## src/rtl/pipe_hazard_ctrl_pkg.sv

```systemverilog
// Shared definitions for the pipeline hazard controller: Tuse/Tnew codes,
// default mult/div latencies, shadow-stage records and the per-source hazard check.
package pipe_ctrl_pkg;

    localparam logic [1:0] TUSE_NONE = 2'd3;
    localparam logic [1:0] TNEW_LINK = 2'd0;
    localparam logic [1:0] TNEW_ALU  = 2'd1;
    localparam logic [1:0] TNEW_LOAD = 2'd2;

    localparam int unsigned MULT_CYCLES_DEFAULT = 5;
    localparam int unsigned DIV_CYCLES_DEFAULT  = 10;

    typedef struct packed {
        logic       regwrite;
        logic [4:0] wreg;
        logic [1:0] tnew;
        logic       md_start;
        logic       md_div;
    } e_stage_t;

    typedef struct packed {
        logic       regwrite;
        logic [4:0] wreg;
        logic [1:0] tnew;
    } m_stage_t;

    function automatic int unsigned md_cnt_width(input int unsigned mult_cycles,
                                                 input int unsigned div_cycles);
        int unsigned max_cycles;
        int unsigned w;
        max_cycles = (mult_cycles > div_cycles) ? mult_cycles : div_cycles;
        w = $clog2(max_cycles + 1);
        return (w == 0) ? 1 : w;
    endfunction

    // A source stalls when a producer in E or M will not have its result ready
    // by the time D needs it; $0 and unused sources never stall.
    function automatic logic src_hazard(input logic [4:0] src,
                                        input logic [1:0] tuse,
                                        input e_stage_t   e,
                                        input m_stage_t   m);
        logic e_hit;
        logic m_hit;
        e_hit = e.regwrite && (e.wreg == src) && (tuse < e.tnew);
        m_hit = m.regwrite && (m.wreg == src) && (tuse < m.tnew);
        return (src != 5'd0) && (tuse != TUSE_NONE) && (e_hit || m_hit);
    endfunction

endpackage

```

## src/rtl/pipe_hazard_ctrl_if.sv

```systemverilog
// D-stage hazard information from the pipeline and the stall/bubble controls back to it.
interface pipe_hazard_ctrl_if;

    logic [4:0] d_rs;
    logic [4:0] d_rt;
    logic [1:0] d_tuse_rs;
    logic [1:0] d_tuse_rt;
    logic       d_regwrite;
    logic [4:0] d_wreg;
    logic [1:0] d_tnew;
    logic       d_md_use;
    logic       d_md_start;
    logic       d_md_div;

    logic       pc_en;
    logic       fd_en;
    logic       de_clr;
    logic       md_busy;
    logic       md_start;

    modport master (
        output d_rs, d_rt, d_tuse_rs, d_tuse_rt, d_regwrite, d_wreg, d_tnew,
               d_md_use, d_md_start, d_md_div,
        input  pc_en, fd_en, de_clr, md_busy, md_start
    );

    modport slave (
        input  d_rs, d_rt, d_tuse_rs, d_tuse_rt, d_regwrite, d_wreg, d_tnew,
               d_md_use, d_md_start, d_md_div,
        output pc_en, fd_en, de_clr, md_busy, md_start
    );

endinterface

```

## src/rtl/pipe_hazard_ctrl_md_busy_tracker.sv

```systemverilog
// Mult/div occupancy counter: busy while the op sits in E and for its latency afterwards.
module md_busy_tracker
    import pipe_ctrl_pkg::*;
#(
    parameter int unsigned MULT_CYCLES = MULT_CYCLES_DEFAULT,
    parameter int unsigned DIV_CYCLES  = DIV_CYCLES_DEFAULT
) (
    input  logic clk,
    input  logic reset,
    input  logic e_md_start,
    input  logic e_md_div,
    input  logic d_md_use,
    output logic md_busy,
    output logic md_stall
);

    localparam int unsigned CW = md_cnt_width(MULT_CYCLES, DIV_CYCLES);

    logic [CW-1:0] cnt;

    always_ff @(posedge clk) begin
        if (reset) begin
            cnt <= '0;
        end else if (e_md_start) begin
            cnt <= e_md_div ? CW'(DIV_CYCLES) : CW'(MULT_CYCLES);
        end else if (cnt != '0) begin
            cnt <= cnt - CW'(1);
        end
    end

    assign md_busy  = e_md_start | (cnt != '0);
    assign md_stall = d_md_use & md_busy;

endmodule

```

## src/rtl/pipe_hazard_ctrl.sv

```systemverilog
// Stall/bubble controller tracking E/M destination shadows against D-stage Tuse.
// Optional mult/div occupancy tracking is compiled in with MD_UNIT_EN.
module pipe_hazard_ctrl
    import pipe_ctrl_pkg::*;
#(
    parameter int unsigned MULT_CYCLES = MULT_CYCLES_DEFAULT,
    parameter int unsigned DIV_CYCLES  = DIV_CYCLES_DEFAULT
) (
    input logic               clk,
    input logic               reset,
    pipe_hazard_ctrl_if.slave hz
);

    e_stage_t e_q;
    e_stage_t e_d;
    m_stage_t m_q;
    m_stage_t m_d;

    logic data_stall;
    logic md_stall;
    logic md_busy;
    logic stall;

    always_comb begin
        data_stall = src_hazard(hz.d_rs, hz.d_tuse_rs, e_q, m_q)
                   | src_hazard(hz.d_rt, hz.d_tuse_rt, e_q, m_q);
    end

`ifdef MD_UNIT_EN
    md_busy_tracker #(
        .MULT_CYCLES (MULT_CYCLES),
        .DIV_CYCLES  (DIV_CYCLES)
    ) u_md_busy_tracker (
        .clk        (clk),
        .reset      (reset),
        .e_md_start (e_q.md_start),
        .e_md_div   (e_q.md_div),
        .d_md_use   (hz.d_md_use),
        .md_busy    (md_busy),
        .md_stall   (md_stall)
    );
`else
    logic md_inputs_unused;
    assign md_inputs_unused = hz.d_md_use ^ hz.d_md_div ^ e_q.md_div;
    assign md_busy  = 1'b0;
    assign md_stall = 1'b0;
`endif

    assign stall = data_stall | md_stall;

    // E takes a bubble while D is held; M always follows E with Tnew aged by one.
    always_comb begin
        e_d = '0;
        if (!stall) begin
            e_d.regwrite = hz.d_regwrite;
            e_d.wreg     = hz.d_wreg;
            e_d.tnew     = hz.d_tnew;
            e_d.md_start = hz.d_md_start;
`ifdef MD_UNIT_EN
            e_d.md_div   = hz.d_md_div;
`endif
        end

        m_d          = '0;
        m_d.regwrite = e_q.regwrite;
        m_d.wreg     = e_q.wreg;
        m_d.tnew     = (e_q.tnew == 2'd0) ? 2'd0 : e_q.tnew - 2'd1;
    end

    always_ff @(posedge clk) begin
        if (reset) begin
            e_q <= '0;
            m_q <= '0;
        end else begin
            e_q <= e_d;
            m_q <= m_d;
        end
    end

    assign hz.pc_en    = ~stall;
    assign hz.fd_en    = ~stall;
    assign hz.de_clr   = stall;
    assign hz.md_busy  = md_busy;
    assign hz.md_start = e_q.md_start;

endmodule

```

## src/flat_wrapper.sv

```systemverilog
// flat-port wrapper written by rule: the top's interface ports become plain ports
module pipe_hazard_ctrl_flat import pipe_ctrl_pkg::*;
#(
    parameter int unsigned MULT_CYCLES = MULT_CYCLES_DEFAULT,
    parameter int unsigned DIV_CYCLES  = DIV_CYCLES_DEFAULT
)
  (clk, reset, hz_d_rs, hz_d_rt, hz_d_tuse_rs, hz_d_tuse_rt, hz_d_regwrite, hz_d_wreg, hz_d_tnew, hz_d_md_use, hz_d_md_start, hz_d_md_div, hz_pc_en, hz_fd_en, hz_de_clr, hz_md_busy, hz_md_start);
  pipe_hazard_ctrl_if hz_i ();
  input logic clk;
  input logic reset;
  input wire logic [$bits(hz_i.d_rs)-1:0] hz_d_rs;
  input wire logic [$bits(hz_i.d_rt)-1:0] hz_d_rt;
  input wire logic [$bits(hz_i.d_tuse_rs)-1:0] hz_d_tuse_rs;
  input wire logic [$bits(hz_i.d_tuse_rt)-1:0] hz_d_tuse_rt;
  input wire logic [$bits(hz_i.d_regwrite)-1:0] hz_d_regwrite;
  input wire logic [$bits(hz_i.d_wreg)-1:0] hz_d_wreg;
  input wire logic [$bits(hz_i.d_tnew)-1:0] hz_d_tnew;
  input wire logic [$bits(hz_i.d_md_use)-1:0] hz_d_md_use;
  input wire logic [$bits(hz_i.d_md_start)-1:0] hz_d_md_start;
  input wire logic [$bits(hz_i.d_md_div)-1:0] hz_d_md_div;
  output wire logic [$bits(hz_i.pc_en)-1:0] hz_pc_en;
  output wire logic [$bits(hz_i.fd_en)-1:0] hz_fd_en;
  output wire logic [$bits(hz_i.de_clr)-1:0] hz_de_clr;
  output wire logic [$bits(hz_i.md_busy)-1:0] hz_md_busy;
  output wire logic [$bits(hz_i.md_start)-1:0] hz_md_start;
  assign hz_i.d_rs = hz_d_rs;
  assign hz_i.d_rt = hz_d_rt;
  assign hz_i.d_tuse_rs = hz_d_tuse_rs;
  assign hz_i.d_tuse_rt = hz_d_tuse_rt;
  assign hz_i.d_regwrite = hz_d_regwrite;
  assign hz_i.d_wreg = hz_d_wreg;
  assign hz_i.d_tnew = hz_d_tnew;
  assign hz_i.d_md_use = hz_d_md_use;
  assign hz_i.d_md_start = hz_d_md_start;
  assign hz_i.d_md_div = hz_d_md_div;
  assign hz_pc_en = hz_i.pc_en;
  assign hz_fd_en = hz_i.fd_en;
  assign hz_de_clr = hz_i.de_clr;
  assign hz_md_busy = hz_i.md_busy;
  assign hz_md_start = hz_i.md_start;
  pipe_hazard_ctrl #(.MULT_CYCLES(MULT_CYCLES), .DIV_CYCLES(DIV_CYCLES)) u_core (.clk(clk), .reset(reset), .hz(hz_i));
endmodule
```

## config.mk

```make
export PLATFORM = sky130hd
export DESIGN_NAME = pipe_hazard_ctrl_flat
export DESIGN_NICKNAME = d
export VERILOG_FILES = /design/src/rtl/pipe_hazard_ctrl_pkg.sv /design/src/rtl/pipe_hazard_ctrl_if.sv /design/src/rtl/pipe_hazard_ctrl_md_busy_tracker.sv /design/src/rtl/pipe_hazard_ctrl.sv /design/src/flat_wrapper.sv
export SDC_FILE = /design/constraint.sdc
export NUM_CORES = 1
export LEC_CHECK = 0
export CORE_MARGIN = 2
export CORE_UTILIZATION = 35
export DETAILED_ROUTE_END_ITERATION = 16
export GPL_ROUTABILITY_DRIVEN = 1
export HOLD_SLACK_MARGIN = 0.12
export SYNTH_ARGS = -nofsm -noshare
export SYNTH_HDL_FRONTEND = slang
export SYNTH_SLANG_ARGS = --single-unit
```

## constraint.sdc

```tcl
create_clock -name clk -period 3 [get_ports clk]
set_input_delay 0.75 -clock clk [delete_from_list [all_inputs] [get_ports clk]]
set_output_delay 0.75 -clock clk [all_outputs]
set_load 0.01 [all_outputs]
```

==> results of run 1 <==
[cells in the final DEF, fill, tap and decap left out, drive strengths merged, types with 5 or more instances in the layout]
cell type,netlist,routed
clkdlybuf4s50,0,11
dlygate4sd2,0,9
dfxtp,17,17
nor2b,6,6
xor2,20,20
ha,5,5
nand2b,15,15
a221oi,9,9
clkbuf,1,5
buf,6,18
[cell type report]
class,count,area [um2]
fill,274,1300
clock buffer,3,22.5
tap,31,38.8
timing repair buffer,45,394
inverter,3,11.3
multi-input combinational,78,694
clock inverter,1,5.00
sequential,17,340
[layer usage]
metal / vias up / wire length, um / share of wire / track usage
li1: 453 / - / - / -
met1: 398 / 1130 / 0.45 / 0.196
met2: 31 / 1150 / 0.46 / 0.256
met3: 6 / 166 / 0.066 / 0.0264
met4: 0 / 60 / 0.024 / 0.0877
met5: - / 0 / 0 / 0
[where the power goes]
part	switching [mW]	internal, mW	total, mW	leakage [nW]
logic	0.0555	0.0631	0.119	0.525
registers	0.00909	0.237	0.246	0.141
clock network	0.0697	0.0494	0.119	0.0177
total	0.134	0.350	0.484	0.684
[kinds of logic after synthesis]
logic type	Yosys count
adders and majority gates	5
DFF	17
xor gates and xnor gates	20
and+or+nand+nor	33
AOI/OAI and AO/OA	19
other	1
buffers and inverters	10
[through the flow]
| stage | instance area, um2 | std cells | utilization | power (mW) | setup TNS (ns) |
|---|---|---|---|---|---|
| 6_report | 1510 | 178 | 0.537 | 0.484 | 0 |
| 5_1_grt | 1510 | 178 | 0.537 | 0.522 | -0.00392 |
| 4_1_cts | 1460 | 177 | 0.521 | 0.486 | 0 |
| 3_5_place_dp | 1410 | 169 | 0.502 | 0.368 | -1.67 |
| 2_1_floorplan | 1050 | 105 | - | 0.306 | 0 |
| 3_3_place_gp | 1410 | 169 | 0.502 | 0.366 | -1.58 |
[worst max-delay path: stages]
cell and delay (ns):
sky130_fd_sc_hd__clkbuf_2 0.11, sky130_fd_sc_hd__ha_1 0.18, sky130_fd_sc_hd__or2b_1 0.24, sky130_fd_sc_hd__nor4_2 0.27
sky130_fd_sc_hd__a22o_1 0.22, sky130_fd_sc_hd__buf_4 0.13, sky130_fd_sc_hd__a22o_1 0.12, sky130_fd_sc_hd__buf_2 0.13
[what timing repair did]
item / 4_1_cts / 5_1_grt
buffers inserted: 4 / 1
endpoints found under the setup margin: 3 / 3
resized for setup: 22 / 14
pin swaps: 8 / 5
[worst min path at each step]
stage                             startpoint                  endpoint  slack [ns]  cells after the start
global placement    u_core.e_q[9]$_SDFF_PP0_  u_core.m_q[7]$_SDFF_PP0_        0.48                      1
global route        u_core.e_q[9]$_SDFF_PP0_  u_core.m_q[7]$_SDFF_PP0_        0.52                      1
finish              u_core.e_q[9]$_SDFF_PP0_  u_core.m_q[7]$_SDFF_PP0_        0.49                      1
CTS                 u_core.e_q[9]$_SDFF_PP0_  u_core.m_q[7]$_SDFF_PP0_        0.49                      1
floorplan           u_core.e_q[9]$_SDFF_PP0_  u_core.m_q[7]$_SDFF_PP0_        0.44                      1
detailed placement  u_core.e_q[9]$_SDFF_PP0_  u_core.m_q[7]$_SDFF_PP0_        0.48                      1
[sequential cells by signal (all words and copies together), names as in the netlist]
name and cells:
u_core.e_q 8, u_core.hz.md_start 1, u_core.m_q 8
[synthesized netlist by cell type]
master                      n
sky130_fd_sc_hd__buf_4      2
sky130_fd_sc_hd__clkbuf_1   1
sky130_fd_sc_hd__a22oi_1    3
sky130_fd_sc_hd__a22o_1     3
sky130_fd_sc_hd__inv_1      3
sky130_fd_sc_hd__nor4_1     4
sky130_fd_sc_hd__nor3_1     4
sky130_fd_sc_hd__buf_2      2
sky130_fd_sc_hd__buf_6      2
sky130_fd_sc_hd__or2b_1     2
sky130_fd_sc_hd__nor2_1     2
sky130_fd_sc_hd__a221oi_2   8
sky130_fd_sc_hd__nor2b_1    6
sky130_fd_sc_hd__a221oi_1   1
sky130_fd_sc_hd__conb_1     1
sky130_fd_sc_hd__nand2b_1  15
sky130_fd_sc_hd__ha_1       5
sky130_fd_sc_hd__a211oi_1   4
sky130_fd_sc_hd__dfxtp_1   17
sky130_fd_sc_hd__xor2_1    20
==> summary.md, run 1 <==
The final reports fail on design-rule violations. Global-route wire length before repair: 4.06 mm. The critical path in this run is classified as input port to output port. Fraction of final layout cells sized beyond drive strength 1: 0.279.

Based on the critical path, the design can be clocked at up to 344 MHz. The logs give 0 for the number of setup violations in the final report and 0.324 for the register area share after synthesis. The tools report the critical path endpoint as hz_de_clr. The largest driver fanout on the critical path is 3, and the final period utilization is 0.969. The tree is rooted in a sky130_fd_sc_hd__clkbuf_4. Power spread over the standard cell area amounts to 321 nW/um2. The logs give 0.375 for the starting density of the core and 0 for the count of max-cap constraint violations.

The number of clock buffers added by TritonCTS is 3. In this run the count of I/O pins placed on the die edge is 32. The reported leakage power was 0.684 nW; the number of unique standard cell types used by synthesis was 20. The logs give 2 for the deepest clock path buffer count and 0 for the remaining global-route overflow. The pin count of the biggest net entering global routing is 18. In this run the standard cell core region covers 2810 um2.

Dividing the detail-routed wire length by the instance count gives 14.1 um. The number of remaining DRC errors was 3. The run gives 0.157 as the total routing usage reported by global routing. The worst max-slew margin expressed relative to the limit is 0.638.

TritonCTS built the clock tree. For the number of cell rows, the log shows 19. Critical path startpoint: hz_d_tuse_rs[1]. The worst IR drop on VDD came out at 0.118 mV. The worst register-to-register path ends at u_core.e_q[5]$_SDFF_PP0_. The startpoint type of the worst setup path is an input port. In this run the remaining antenna-violating nets after routing total 0. The first-pass iteration count of the detailed router was 10; the slew at the pin closest to its max-slew limit was 0.541 ns. The XOR/XNOR share of the synthesized area is 0.167. The cell area that synthesis handed to floorplanning was 1050 um2. The worst register-to-register path begins at u_core.e_q[3]$_SDFF_PP0_. The height of the die works out to 58.8 um.

The synthesized instance count came out at 105. The number of global-route vias before repair came out at 914. The tools report the initial antenna violation count as 0.

The number of cells on the worst reg-to-reg path is 10. The logs give 13 for the number of DRC markers in iteration 0 and 180 for the final-stage net count. The number of warnings reported in the yosys synthesis log is 0. The area of the die is 3460 um2, and the critical path data arrival time is 2.16 ns.

The tools report the total clock sinks as 17. Using the TritonRoute via totals, the vias-per-cell ratio works out to 4.99. The flow ran to the end, but the final reports show violations. The portion of synthesized cell area occupied by the leading cell type was 0.324. During placement, the flow inserted port buffers numbering 28. Summing over every cut layer, the via total after detailed routing is 888. For the hold-fix buffer count after cts, the log shows 0. The number of register bits inferred by synthesis is 17. The path category of the worst min-delay check is register to register. The run gives 0 as the number of pins exceeding their max-slew limit in the final report.

The cell type with the largest total area after synthesis was sky130_fd_sc_hd__dfxtp_1. The relative area change from synthesis to final layout was 43.3%; the post-synthesis share of cell area spent on full adders, half adders and majority gates was 0.0595. The synthesized-area fraction occupied by and/or/nand/nor cells is 0.189, and the average footprint of a synthesized cell is 10.0 um2.

The complex-gate fraction of the synthesized area is 0.198, and the clock transition at the register clock pins on the worst setup and hold paths after CTS is 0.10 ns. Number of H-tree levels: 1. After synthesis, the largest family of logic cells by area is compound AO/OA/AOI/OAI gates. Hold is met by 0.490 ns.

Across all setup checks in the final design, the least slack found is 0.0944 ns. Post-layout minimum cycle time: 2.91 ns. 0 antenna diodes ended up in the layout. Ranked by total cell area, the synthesized netlist is headed by sky130_fd_sc_hd__dfxtp_1 32%, sky130_fd_sc_hd__xor2_1 17%, sky130_fd_sc_hd__a221oi_2 11%, sky130_fd_sc_hd__nand2b_1 8.9%, sky130_fd_sc_hd__ha_1 6.0%.

Final weighted congestion in routability-driven placement: 0.794. The type of destination of the critical path is an output port. Wires add up to 2.50 mm. The run gives 2.25 ns as the required time of the critical path. At the later pin of the worst-skew pair, clock insertion delay measures 0.28 ns. In this run the register-to-register setup slack is 1.07 ns.

The estimated wirelength of the detail-placed design is 1.96 mm. The number of hold-slack violations in the final timing report was 0; the width of the die was 58.8 um. At the placement stage, the worst setup path has a slack of -0.586 ns. Number of nets produced by synthesis: 137. The share of synthesized area spent on multiplexers came out at 0. The tools report the clock skew as 0.00527 ns.
Power figures use the tool's default switching activity.
==> run 2: changes to the inputs <==
Settings changed: SLEW_MARGIN set to 20.
==> results of run 2 <==
The final DEF is identical to that of run 1; final timing and power are the same.
==> run 3: changes to the inputs <==
--- a/config.mk
+++ b/config.mk
@@ -12,2 +12,3 @@
 export HOLD_SLACK_MARGIN = 0.12
+export PLACE_DENSITY = 0.65
 export SLEW_MARGIN = 20
==> constraint.sdc (replaced) <==
create_clock -name clk -period 2.3 [get_ports clk]
set_input_delay 0.575 -clock clk [delete_from_list [all_inputs] [get_ports clk]]
set_output_delay 0.575 -clock clk [all_outputs]
set_load 0.05 [all_outputs]
==> summary.md, run 3 (synthesis gave the netlist of run 1 again) <==
The run finished, with violations left. The checks that failed: design-rule violations, negative setup slack. For the number of cell rows, the log shows 19 (unchanged).

The height of the die works out to 58.8 um (unchanged). In the layout the commonest cells are 14 x sky130_fd_sc_hd__xor2_1, 13 x sky130_fd_sc_hd__dfxtp_1, 12 x sky130_fd_sc_hd__nand2b_1. The tools report the area of the placeable core as 2810 um2 (unchanged). The width of the die is 58.8 um (unchanged), and the total clock sinks is 17 (unchanged). The tools report the final weighted congestion in routability-driven placement as 0.821 (+3.4%). In this run the critical register-to-register path is launched from u_core.e_q[3]$_SDFF_PP0_.

The number of H-tree levels came out at 1 (unchanged). Timing would allow up to 421 MHz. Count of max-cap constraint violations: 0 (unchanged). Critical path class: input port to output port. Number of DRC markers in iteration 0: 22 (+9).

The clock transition at the register clock pins on the worst setup and hold paths after CTS is 0.10 ns (about the same), and the clock network latency to the later pin of the worst-skew pair is 0.29 ns (about the same). The logs give 32 (unchanged) for the boundary pin count and -0.0774 ns (-0.172 ns) for the post-route worst setup slack. The largest driver fanout on the critical path is 3 (unchanged), and the estimated wirelength of the detail-placed design is 1.97 mm (+0.79%). The logs give 0.196 (+0.000240) for the met1 track demand over resource and 0 (unchanged) for the number of antenna-violating nets in the routed design.

The deepest clock path buffer count was 2 (unchanged); the global routing usage on met2 was 0.294 (+0.0381). The final-stage net count is 176 (-2.2%), and the post-route standard cell area excluding fillers is 1620 um2 (+7.8%). The startpoint type of the worst setup path is an input port. STA classifies the critical path endpoint as an output port. The cell area after placement came out at 1440 um2 (+2.2%). The critical path startpoint is hz_d_rs[2]. The count of input and output buffers is 28 (unchanged), and the fraction of final layout cells sized beyond drive strength 1 is 0.490 (+0.211).

The number of fill cells in the layout came out at 252 (-8.0%). The total routing usage reported by global routing is 0.165 (+0.00727). Met3 usage in global routing: 0.0242 (-0.00220). The critical path endpoint was hz_pc_en. The tools report the number of global-route vias before repair as 940 (+2.8%). The number of pins exceeding their max-slew limit in the final report came out at 0 (unchanged).

The worst IR drop on VDD was 0.286 mV (+140%); the relative area change from synthesis to final layout was 54.5%. TritonCTS built the clock tree. The power density over the cells is 415 nW/um2 (+29%).

For the number of remaining DRC errors, the log shows 2 (-1). The final period utilization was 1.03. For the area of the die, the log shows 3460 um2 (unchanged). The number of buffers added by the clock tree synthesis step is 3 (unchanged).

The root buffer cell chosen for the clock tree is sky130_fd_sc_hd__clkbuf_4. The worst hold path belongs to the class register to register. The worst register-to-register path ends at u_core.e_q[5]$_SDFF_PP0_. The run gives -0.663 ns (-0.0772 ns) as the pre-CTS setup slack. The count of vias placed by the detailed router is 879 (-1.0%). The clock skew was 0.0133 ns (+0.00806 ns). Required time of the critical path: 1.73 ns (-0.52 ns). The starting density of the core was 0.375 (unchanged); the number of cells on the worst reg-to-reg path was 8 (-2). Subtracting the final worst setup slack from the clock period gives 2.38 ns. The most utilized layer in the global route result was met2.

The via-per-instance ratio works out to 5.05 (+1.3%). The initial antenna violation count is 0 (unchanged), and the reported leakage power is 0.674 nW (-1.4%). The logs give 3 (+3) for the number of setup violations in the final report and 674 uW (+39%) for the power consumption. The logs give 0 (unchanged) for the hold-fix buffer count after cts and 0 (unchanged) for the remaining global-route overflow.

The pin count of the biggest net entering global routing was 18 (unchanged). The total area of multi-input combinational cells is 841 um2 (+21%), and the number of cells after detailed placement is 167 (-1.2%). The area taken by flip-flops and latches is 345 um2 (+1.5%). Setup repair after global routing could not meet its margin everywhere.

The reg-to-reg setup timing slack is 0.62 ns (-0.45 ns). The wire length per cell is 15.6 um (+11%), and the antenna diode count is 0 (unchanged). The most common cell after layout, fill and taps aside is sky130_fd_sc_hd__xor2_1. The first-pass iteration count of the detailed router is 10 (unchanged), and the global-route wire length before repair is 4.23 mm (+4.1%). The number of hold-slack violations in the final timing report was 0 (unchanged). For the final hold slack, the log shows 0.525 ns (+0.0348 ns).

The run gives 174 (-2.2%) as the final instance count without filler cells. The critical path data arrival time came out at 1.80 ns (-0.36 ns). For the total length of routed wires, the log shows 2.72 mm (+8.6%).
## run 3: final cells by class
cell class | count | share of cell area
clock inverter | 1 | 0.00308
timing repair buffer | 41 | 0.220
tap | 31 | 0.0239
inverter | 3 | 0.00847
sequential | 17 | 0.213
clock buffer | 3 | 0.0139
multi-input combinational | 78 | 0.518
## run 3: worst min path at each step
stage / from / end / slack [ns] / cells after the start
2_1_floorplan: u_core.e_q[9]$_SDFF_PP0_ / u_core.m_q[7]$_SDFF_PP0_ / 0.44 / 1
3_3_place_gp: u_core.e_q[2]$_SDFF_PP0_ / u_core.m_q[0]$_SDFF_PP0_ / 0.48 / 1
3_5_place_dp: u_core.e_q[2]$_SDFF_PP0_ / u_core.m_q[0]$_SDFF_PP0_ / 0.49 / 1
4_1_cts: u_core.e_q[9]$_SDFF_PP0_ / u_core.m_q[7]$_SDFF_PP0_ / 0.51 / 1
5_1_grt: u_core.e_q[4]$_SDFF_PP0_ / u_core.m_q[2]$_SDFF_PP0_ / 0.55 / 1
6_report: u_core.e_q[8]$_SDFF_PP0_ / u_core.m_q[6]$_SDFF_PP0_ / 0.52 / 1
## run 3: through the flow
| step | utilization | setup TNS [ns] |
|---|---|---|
| finish | 0.579 | -0.228 |
| global placement | 0.513 | -2.82 |
| detailed placement | 0.513 | -3.54 |
| floorplan | - | -0.502 |
| CTS | 0.552 | -0.481 |
| global route | 0.579 | -0.409 |
## run 3: critical path, stage by stage
cell and delay, ns:
sky130_fd_sc_hd__clkbuf_2 0.10, sky130_fd_sc_hd__buf_6 0.12, sky130_fd_sc_hd__xor2_2 0.16, sky130_fd_sc_hd__nor4_2 0.30, sky130_fd_sc_hd__a22o_2 0.25, sky130_fd_sc_hd__a22oi_2 0.11, sky130_fd_sc_hd__buf_6 0.18
## run 3: layer usage
layer / routed length (um) / part of all wire / vias up
li1: - / - / 441
met1: 1070 / 0.39 / 408
met2: 1520 / 0.56 / 28
met3: 118 / 0.043 / 2
met4: 14 / 0.0051 / 0
met5: 0 / 0 / -
## run 3: timing repair
| action | CTS | global route |
|---|---|---|
| setup endpoints to repair | 3 | 3 |
| setup buffers | 2 | 1 |
| hold endpoints to repair | 0 | 0 |
| gates resized for setup | 41 | 36 |
| pin swaps | 9 | 11 |
## run 3: report_power, final
group / total (mW) / switching (mW) / internal, mW
sequential: 0.327 / 0.0167 / 0.310
combinational: 0.189 / 0.0919 / 0.0975
clock: 0.157 / 0.0926 / 0.0646
